[config.mk]
export PLATFORM = sky130hd
export DESIGN_NAME = uart_rx
export DESIGN_NICKNAME = d
export VERILOG_FILES = /design/src/rtl/uart_pkg.sv /design/src/rtl/sync_2ff.sv /design/src/rtl/uart_rx.sv
export SDC_FILE = /design/constraint.sdc
export NUM_CORES = 1
export LEC_CHECK = 0
export BUFFER_PORTS_ARGS = -buffer_cell sky130_fd_sc_hd__buf_4
export CAP_MARGIN = 20
export CORE_ASPECT_RATIO = 0.7
export CORE_MARGIN = 2
export CORE_UTILIZATION = 29
export CTS_CLUSTER_DIAMETER = 50
export DETAILED_ROUTE_END_ITERATION = 6
export PLACE_DENSITY = 0.46
export SYNTH_ARGS = -nofsm -noshare
export SYNTH_HDL_FRONTEND = slang
export SYNTH_HIERARCHICAL = 1
export SYNTH_SLANG_ARGS = --single-unit
[constraint.sdc]
create_clock -name clk -period 3.63 [get_ports clk]
set_input_delay 0.726 -clock clk [delete_from_list [all_inputs] [get_ports clk]]
set_output_delay 0.726 -clock clk [all_outputs]
set_load 0.02 [all_outputs]
[src/rtl/uart_pkg.sv]
// Shared UART receiver types and frame constants.
package uart_pkg;

  localparam int unsigned DATA_BITS = 8;
  localparam int unsigned STOP_BITS = 1;
  localparam int unsigned BIT_IDX_W = 3;

  typedef enum logic [2:0] {
    IDLE    = 3'd0,
    START   = 3'd1,
    DATA    = 3'd2,
    STOP    = 3'd3,
    CLEANUP = 3'd4
  } uart_rx_state_t;

  // Counter value at the middle of the start bit.
  function automatic int unsigned half_bit(input int unsigned clks_per_bit);
    return (clks_per_bit - 1) / 2;
  endfunction

endpackage

[src/rtl/sync_2ff.sv]
// Two-flop synchronizer for a single asynchronous input bit.
module sync_2ff #(
  parameter logic RESET_VAL = 1'b0
) (
  input  logic clk,
  input  logic reset,
  input  logic d,
  output logic q
);

  logic meta_q;
  logic sync_q;

  // Metastability filter; reset loads the line's idle level.
  always_ff @(posedge clk) begin
    if (reset) begin
      meta_q <= RESET_VAL;
      sync_q <= RESET_VAL;
    end else begin
      meta_q <= d;
      sync_q <= meta_q;
    end
  end

  assign q = sync_q;

endmodule

[src/rtl/uart_rx.sv]
// 8N1 UART receiver: mid-bit sampling, frame error strobe, registered outputs.
module uart_rx
  import uart_pkg::*;
#(
  parameter int unsigned CLKS_PER_BIT = 213
) (
  input  logic       clk,
  input  logic       reset,
  input  logic       rx_serial,
  output logic       rx_dv,
  output logic [7:0] rx_byte,
  output logic       rx_frame_err
);

  localparam int unsigned CNT_W = $clog2(CLKS_PER_BIT);
  localparam logic [CNT_W-1:0] CNT_LAST = CNT_W'(CLKS_PER_BIT - 1);
  localparam logic [CNT_W-1:0] CNT_HALF = CNT_W'(half_bit(CLKS_PER_BIT));
  localparam logic [BIT_IDX_W-1:0] IDX_LAST = BIT_IDX_W'(DATA_BITS - 1);

  logic rx_s;

  uart_rx_state_t        state_q, state_d;
  logic [CNT_W-1:0]      clk_cnt_q, clk_cnt_d;
  logic [BIT_IDX_W-1:0]  bit_idx_q, bit_idx_d;
  logic [DATA_BITS-1:0]  shift_q, shift_d;
  logic [7:0]            rx_byte_q, rx_byte_d;
  logic                  rx_dv_q, rx_dv_d;
  logic                  rx_frame_err_q, rx_frame_err_d;

  sync_2ff #(
    .RESET_VAL (1'b1)
  ) u_sync (
    .clk   (clk),
    .reset (reset),
    .d     (rx_serial),
    .q     (rx_s)
  );

  // Next-state, sampling and strobe logic; strobes default low every cycle.
  always_comb begin
    state_d        = state_q;
    clk_cnt_d      = clk_cnt_q;
    bit_idx_d      = bit_idx_q;
    shift_d        = shift_q;
    rx_byte_d      = rx_byte_q;
    rx_dv_d        = 1'b0;
    rx_frame_err_d = 1'b0;

    case (state_q)
      IDLE: begin
        clk_cnt_d = '0;
        bit_idx_d = '0;
        if (!rx_s) begin
          state_d = START;
        end
      end

      START: begin
        if (clk_cnt_q == CNT_HALF) begin
          clk_cnt_d = '0;
          // A line that is high again at mid start bit was only a glitch.
          state_d   = rx_s ? IDLE : DATA;
        end else begin
          clk_cnt_d = clk_cnt_q + CNT_W'(1);
        end
      end

      DATA: begin
        if (clk_cnt_q == CNT_LAST) begin
          clk_cnt_d          = '0;
          shift_d[bit_idx_q] = rx_s;
          if (bit_idx_q == IDX_LAST) begin
            bit_idx_d = '0;
            state_d   = STOP;
          end else begin
            bit_idx_d = bit_idx_q + BIT_IDX_W'(1);
          end
        end else begin
          clk_cnt_d = clk_cnt_q + CNT_W'(1);
        end
      end

      STOP: begin
        if (clk_cnt_q == CNT_LAST) begin
          clk_cnt_d = '0;
          state_d   = CLEANUP;
          if (rx_s) begin
            rx_dv_d   = 1'b1;
            rx_byte_d = shift_q;
          end else begin
            rx_frame_err_d = 1'b1;
          end
        end else begin
          clk_cnt_d = clk_cnt_q + CNT_W'(1);
        end
      end

      CLEANUP: begin
        clk_cnt_d = '0;
        state_d   = IDLE;
      end

      default: begin
        clk_cnt_d = '0;
        bit_idx_d = '0;
        state_d   = IDLE;
      end
    endcase
  end

  // State and output registers; reset overrides everything.
  always_ff @(posedge clk) begin
    if (reset) begin
      state_q        <= IDLE;
      clk_cnt_q      <= '0;
      bit_idx_q      <= '0;
      shift_q        <= '0;
      rx_byte_q      <= 8'h00;
      rx_dv_q        <= 1'b0;
      rx_frame_err_q <= 1'b0;
    end else begin
      state_q        <= state_d;
      clk_cnt_q      <= clk_cnt_d;
      bit_idx_q      <= bit_idx_d;
      shift_q        <= shift_d;
      rx_byte_q      <= rx_byte_d;
      rx_dv_q        <= rx_dv_d;
      rx_frame_err_q <= rx_frame_err_d;
    end
  end

  assign rx_dv        = rx_dv_q;
  assign rx_byte      = rx_byte_q;
  assign rx_frame_err = rx_frame_err_q;

endmodule

# Word-level counts from Yosys, hierarchy flattened
# Index checks and enable logic that the tools add are counted.
dict set report word_totals {
  word_cells 55
  register_bits 34
  out_inout_bits 10
}
dict set report classes {
  eq_ne 12
  bitwise 3
  n_lt_le_gt_ge 2
  add_sub_neg 2
  n_mux 18
  n_reduce_logical 9
}
# operator count
set op_table {}
lappend op_table {{3-bit two-way mux} 7}
lappend op_table {{8-bit two-way mux} 2}
lappend op_table {{8-bit one-hot mux with 2 select lines} 1}
lappend op_table {{3-bit one-hot mux with 4 select lines} 1}
lappend op_table {{2-bit inequality test (second input constant)} 5}
lappend op_table {{8-bit by 1-bit adder with 8-bit output (second input constant)} 1}
lappend op_table {{8-bit bitwise mux} 1}
lappend op_table {{8-bit by 7-bit equality test with 1-bit output (second input constant)} 1}
lappend op_table {{8-bit equality test (second input constant)} 1}
lappend op_table {{3-bit by 2-bit equality test with 1-bit output (second input constant)} 2}
lappend op_table {{3-bit equality test (second input constant)} 2}
lappend op_table {{3-bit one-hot mux with 2 select lines} 1}
lappend op_table {{3-bit OR reduction} 2}
lappend op_table {{5-bit AND reduction} 1}
lappend op_table {{3-bit by 4-bit less-than comparator with 1-bit output (second input constant)} 1}
lappend op_table {{2-bit AND reduction} 2}
lappend op_table {{3-bit by 1-bit adder with 3-bit output (second input constant)} 1}
lappend op_table {{1-bit demux with 3-bit select} 1}
lappend op_table {{3-bit by 1-bit equality test with 1-bit output (second input constant)} 1}
lappend op_table {{3-bit by 1-bit >= comparator with 1-bit output (second input constant)} 1}
lappend op_table {{3-bit logical NOT} 1}
lappend op_table {{1-bit two-way mux} 3}
lappend op_table {{1-bit NOT} 3}
lappend op_table {{3-bit AND reduction} 1}
lappend op_table {{3 further kinds} 3}

# Depth between registers and ports, before layout
dict set report depth {
  word_depth 5
  mapped_depth 7
  mapped_depth_nobuf 6
}

# Hierarchy
# Netlist, hierarchy kept.
# module area_each_um2 cells_each seq_area_each_um2 instances
set by_module_without_submodules {}
lappend by_module_without_submodules {uart_rx 1462.7 163 640.6 1}
lappend by_module_without_submodules {sync_2ff 52.6 4 40.0 1}

# Least setup slack after synthesis
# OpenSTA, ideal clock, no wires.
dict set report synth_path {
  path_kind {register to register}
  from {register clk_cnt_q[0]}
  to {register rx_byte_q[1] (netlist: rx_byte[1])}
  t_required_ns 3.502
  t_arrival_ns 1.395
  stages_incl_launch_ff 8
  slack_ns 2.107
  cell_sequence {dfxtp_1 inv_1 ha_1 and3b_2 and3_2 buf_4 mux2i_1 nor2_1}
}
dict set report synth_between {
  elab_chain_cells 2
}
# item line_no
set synth_rtl {}
lappend synth_rtl {{start: declaration} uart_rx.sv:23} ;# logic [CNT_W-1:0] clk_cnt_q, clk_cnt_d;
lappend synth_rtl {{start signal: assignment} uart_rx.sv:123} ;# clk_cnt_q <= clk_cnt_d;
lappend synth_rtl {{8-bit equality test} uart_rx.sv:84} ;# if (clk_cnt_q == CNT_LAST) begin
lappend synth_rtl {{3-bit AND reduction (no line)} -}
lappend synth_rtl {{end signal: assignment} uart_rx.sv:126} ;# rx_byte_q <= rx_byte_d;
lappend synth_rtl {{end: declaration} uart_rx.sv:26} ;# logic [7:0] rx_byte_q, rx_byte_d;
# No other way between the ends.
# A chain may end at the register's enable or synchronous reset.

# Worst setup path in the final report
dict set report layout_path {
  from {register clk_cnt_q[3]}
  to {register clk_cnt_q[5]}
}
dict set report layout_between {
  elab_chain_cells 3
  elab_cells_between_ends 6
  cone_classes {add/sub (1); eq/ne (2); mux (3)}
}
# item line_no
set layout_rtl {}
lappend layout_rtl {{8-bit by 1-bit adder with 8-bit output, or another cell as far along} {uart_rx.sv:64, uart_rx.sv:79, uart_rx.sv:94}}
lappend layout_rtl {{8-bit two-way mux (on tied branches)} {uart_rx.sv:69, uart_rx.sv:84, uart_rx.sv:59}}
lappend layout_rtl {{8-bit one-hot mux with 2 select lines *} uart_rx.sv:49} ;# case (state_q)
# Every way passes the cells marked *; elsewhere a longest branch is shown, timed or not.

==> flow_metrics.env <==
export IMPL_drt_first_iter_violations=52
export IMPL_hold_viol=0
export IMPL_p_comb_share_pct=3.2
export IMPL_clk_latency_ns=0.28
export IMPL_worstPathArrival_ns=1.79
export IMPL_worst_r2r_endpoint="clk_cnt_q[5]"
export IMPL_initial_core_util_pct=30.8
export IMPL_swShare_pct=20.5
export IMPL_final_layout_size_suffix_gt1_share_pct=14.0
export IMPL_cts_made_buffers=5
export IMPL_run_status="completed"
export IMPL_synth_top_area_share_pct=44.9
export IMPL_finalNetCount=185
export IMPL_seqPwrFrac_pct=51.4
export IMPL_grt_usage_pct=11.7
export IMPL_grt_setup_unrepaired="no"
export IMPL_r2r_setup_slack_ns=2.00
export IMPL_wl_per_cell_um=12.3
export IMPL_ys_flop_type="dfxtp_1"
export IMPL_start_kind="register"
export IMPL_vias=1207
export IMPL_r2r_start="clk_cnt_q[3]"
export IMPL_cp_end_kind="register"
export IMPL_yosysTopAreaCell="dfxtp_1"
export IMPL_ir_drop_v=0.000167
export IMPL_hold_end="u_sync/q"
export IMPL_cp_max_fo=8
export IMPL_cts_tree="built"
export IMPL_setup_ws_ns=2.00
export IMPL_drc_errors=0
export IMPL_place_congestion=0.751
export IMPL_grt_pass1_wl_mm=5.29
export IMPL_finalSetupViolCount=0
export IMPL_powerDensity_mw_per_mm2=423
export IMPL_clock_sinks=34
export IMPL_grt_pass1_vias=1120
export IMPL_antenna_found_initial=0
export IMPL_grt_start_max_net_pins=27
export IMPL_synthDistinctLibCells=37
export IMPL_yosysMostFrequentCell="dfxtp_1"
export IMPL_hp_class="register to register"
export IMPL_die_y_um=64.5
export IMPL_worstHoldPathCells=1
export IMPL_worst_pin_slew_ns=0.623
export IMPL_clock_path_buffers=2
export IMPL_placed_cell_area_sq_mm=0.00165
export IMPL_die_w_um=90.4
export IMPL_clk_pin_slew_ns=0.07
export IMPL_cts_resized_gates=0
export IMPL_synth_common_cells="dfxtp_1 (34), nor2_1 (27), a21oi_1 (11)"
export IMPL_max_cap_violations=0
export IMPL_slowest_delay_ns=0.44
export IMPL_finalClockSkew_ns=0.00331
export IMPL_syn2layout_area_growth_pct=15.9
export IMPL_netlist_instances=167
export IMPL_core_area_sq_mm=0.00491
export IMPL_seq_area_frac_synth_pct=44.9
export IMPL_power_switching_w=0.000152
export IMPL_ys_async_sr_fraction_pct=0
export IMPL_critical_path_class="register to register"
export IMPL_overflow=0
export IMPL_p_leak_nw=0.602
export IMPL_postRouteWirelength_mm=3.03
export IMPL_hold_buffers=0
export IMPL_drv_slew=0
export IMPL_pwr_share_clk_pct=45.4
export IMPL_routed_via_density=4.89
export IMPL_slew_headroom_pct=57.9
export IMPL_clockRootBuffer="clkbuf_8"
export IMPL_dp_slack_ns=2.00
export IMPL_die_area_sq_mm=0.00583
export IMPL_post_cts_buffers=0
export IMPL_netlist_area_sq_mm=0.00152
export IMPL_portBuffers=12
export IMPL_crit_required_ns=3.79
export IMPL_postSynthAreaPerCell_sq_um=9.07
export IMPL_drt_pass1_iter_count=4
export IMPL_ys_warn_count=6
export IMPL_slowest_stage="nor4b_1"
export IMPL_dpl_hpwl_mm=2.18
export IMPL_io_pins=13
export IMPL_syn_nets=175
export IMPL_hp_start="u_sync/meta_q"
export IMPL_diodes=0
export IMPL_tns_ns=0
export IMPL_ys_ff_latch=34
export IMPL_synthTopCellsByArea="dfxtp_1 (45%), nor2_1 (6.7%), mux2i_1 (6.6%)"
export IMPL_layout_cells_non_filler=247
export IMPL_path_cells="nor4b_1, a41oi_2, o21ai_2, nor2_1"
export IMPL_fin_area_sq_mm=0.00176
export IMPL_final_period_utilization_pct=44.8
export IMPL_layout_min_cycle_time_ns=1.63
export IMPL_clock_fmax_mhz=615
export IMPL_num_rows=21
export IMPL_htreeDepth=2
export IMPL_dp_cells=239
export IMPL_reg2reg_depth=4
export IMPL_synth_edf_count=0
export IMPL_ant_nets=0
export IMPL_hold_slack_ns=0.411
export IMPL_p_int_w=0.000590
## power groups by stage
stage | Sequential (W) | Combinational (W) | Clock, W
6_report | 0.000381 | 0.0000237 | 0.000337
5_1_grt | 0.000381 | 0.0000273 | 0.000370
4_1_cts | 0.000381 | 0.0000238 | 0.000346
3_5_place_dp | 0.000389 | 0.0000237 | 0
3_3_place_gp | 0.000389 | 0.0000240 | 0
2_1_floorplan | 0.000385 | 0.0000219 | 0
## final cells by class
type	instances	area (sq um)
flip-flops and latches	34	681
well taps	69	86.3
multi-input cells	121	781
repair buffers	12	90.1
inverters	3	11.3
clock inverters	1	30.0
fillers	510	3160
clock buffers	7	76.3
## state kept, by name, summed over array words and instances (netlist names)
name / flops
u_sync/q: 1
shift_q: 8
bit_idx_q: 3
clk_cnt_q: 8
rx_dv: 1
rx_frame_err: 1
rx_byte: 8
u_sync/meta_q: 1
state_q: 3
## critical path, delay by kind of cell (launching register included)
kind	cells	cell delay [ns]
compound gates	2	0.55
flops	1	0.40
simple gates	2	0.54
## cell families after synthesis
kind of cell,Yosys count,share of synthesized area (%)
fa+ha+maj,5,4.13
simple gates,74,26.4
mux,11,7.35
compound gates,25,10.2
xor+xnor,6,3.47
flops,34,44.9
buf+inv,12,3.55
## layout by cell type (no fill, tap or decap), types with 6 or more instances in the layout
cell,synthesis,routed
nand4_1,8,8
nand2_1,10,10
buf_4,1,12
nand3_1,6,6
mux2i_1,10,10
dfxtp_1,34,34
o21ai_0,10,10
a21oi_1,11,11
nor2_1,27,27
## routing by layer
layer | part of all wire [%] | track usage (%)
met1 | 52 | 15.2
met3 | 4.5 | 3.84
met2 | 42 | 18.2
met5 | 0 | 0
met4 | 1.7 | 4.04
## metrics by stage
step	util, %	total power [W]
after floorplan	-	0.000407
after global placement	33.6	0.000413
after detailed placement	33.6	0.000413
after CTS	35.7	0.000750
after global routing	35.7	0.000779
final	35.7	0.000742
## how the worst max path moves through the flow
stage,to,start,slack (ns)
3_3_place_gp,rx_byte[1],clk_cnt_q[0],2.00
2_1_floorplan,rx_byte[1],clk_cnt_q[0],2.11
3_5_place_dp,clk_cnt_q[5],clk_cnt_q[3],2.00
6_report,clk_cnt_q[5],clk_cnt_q[3],2.00
4_1_cts,rx_byte[1],clk_cnt_q[0],1.99
5_1_grt,clk_cnt_q[4],clk_cnt_q[3],1.84
No activity file was read; power rests on OpenSTA's default activity.
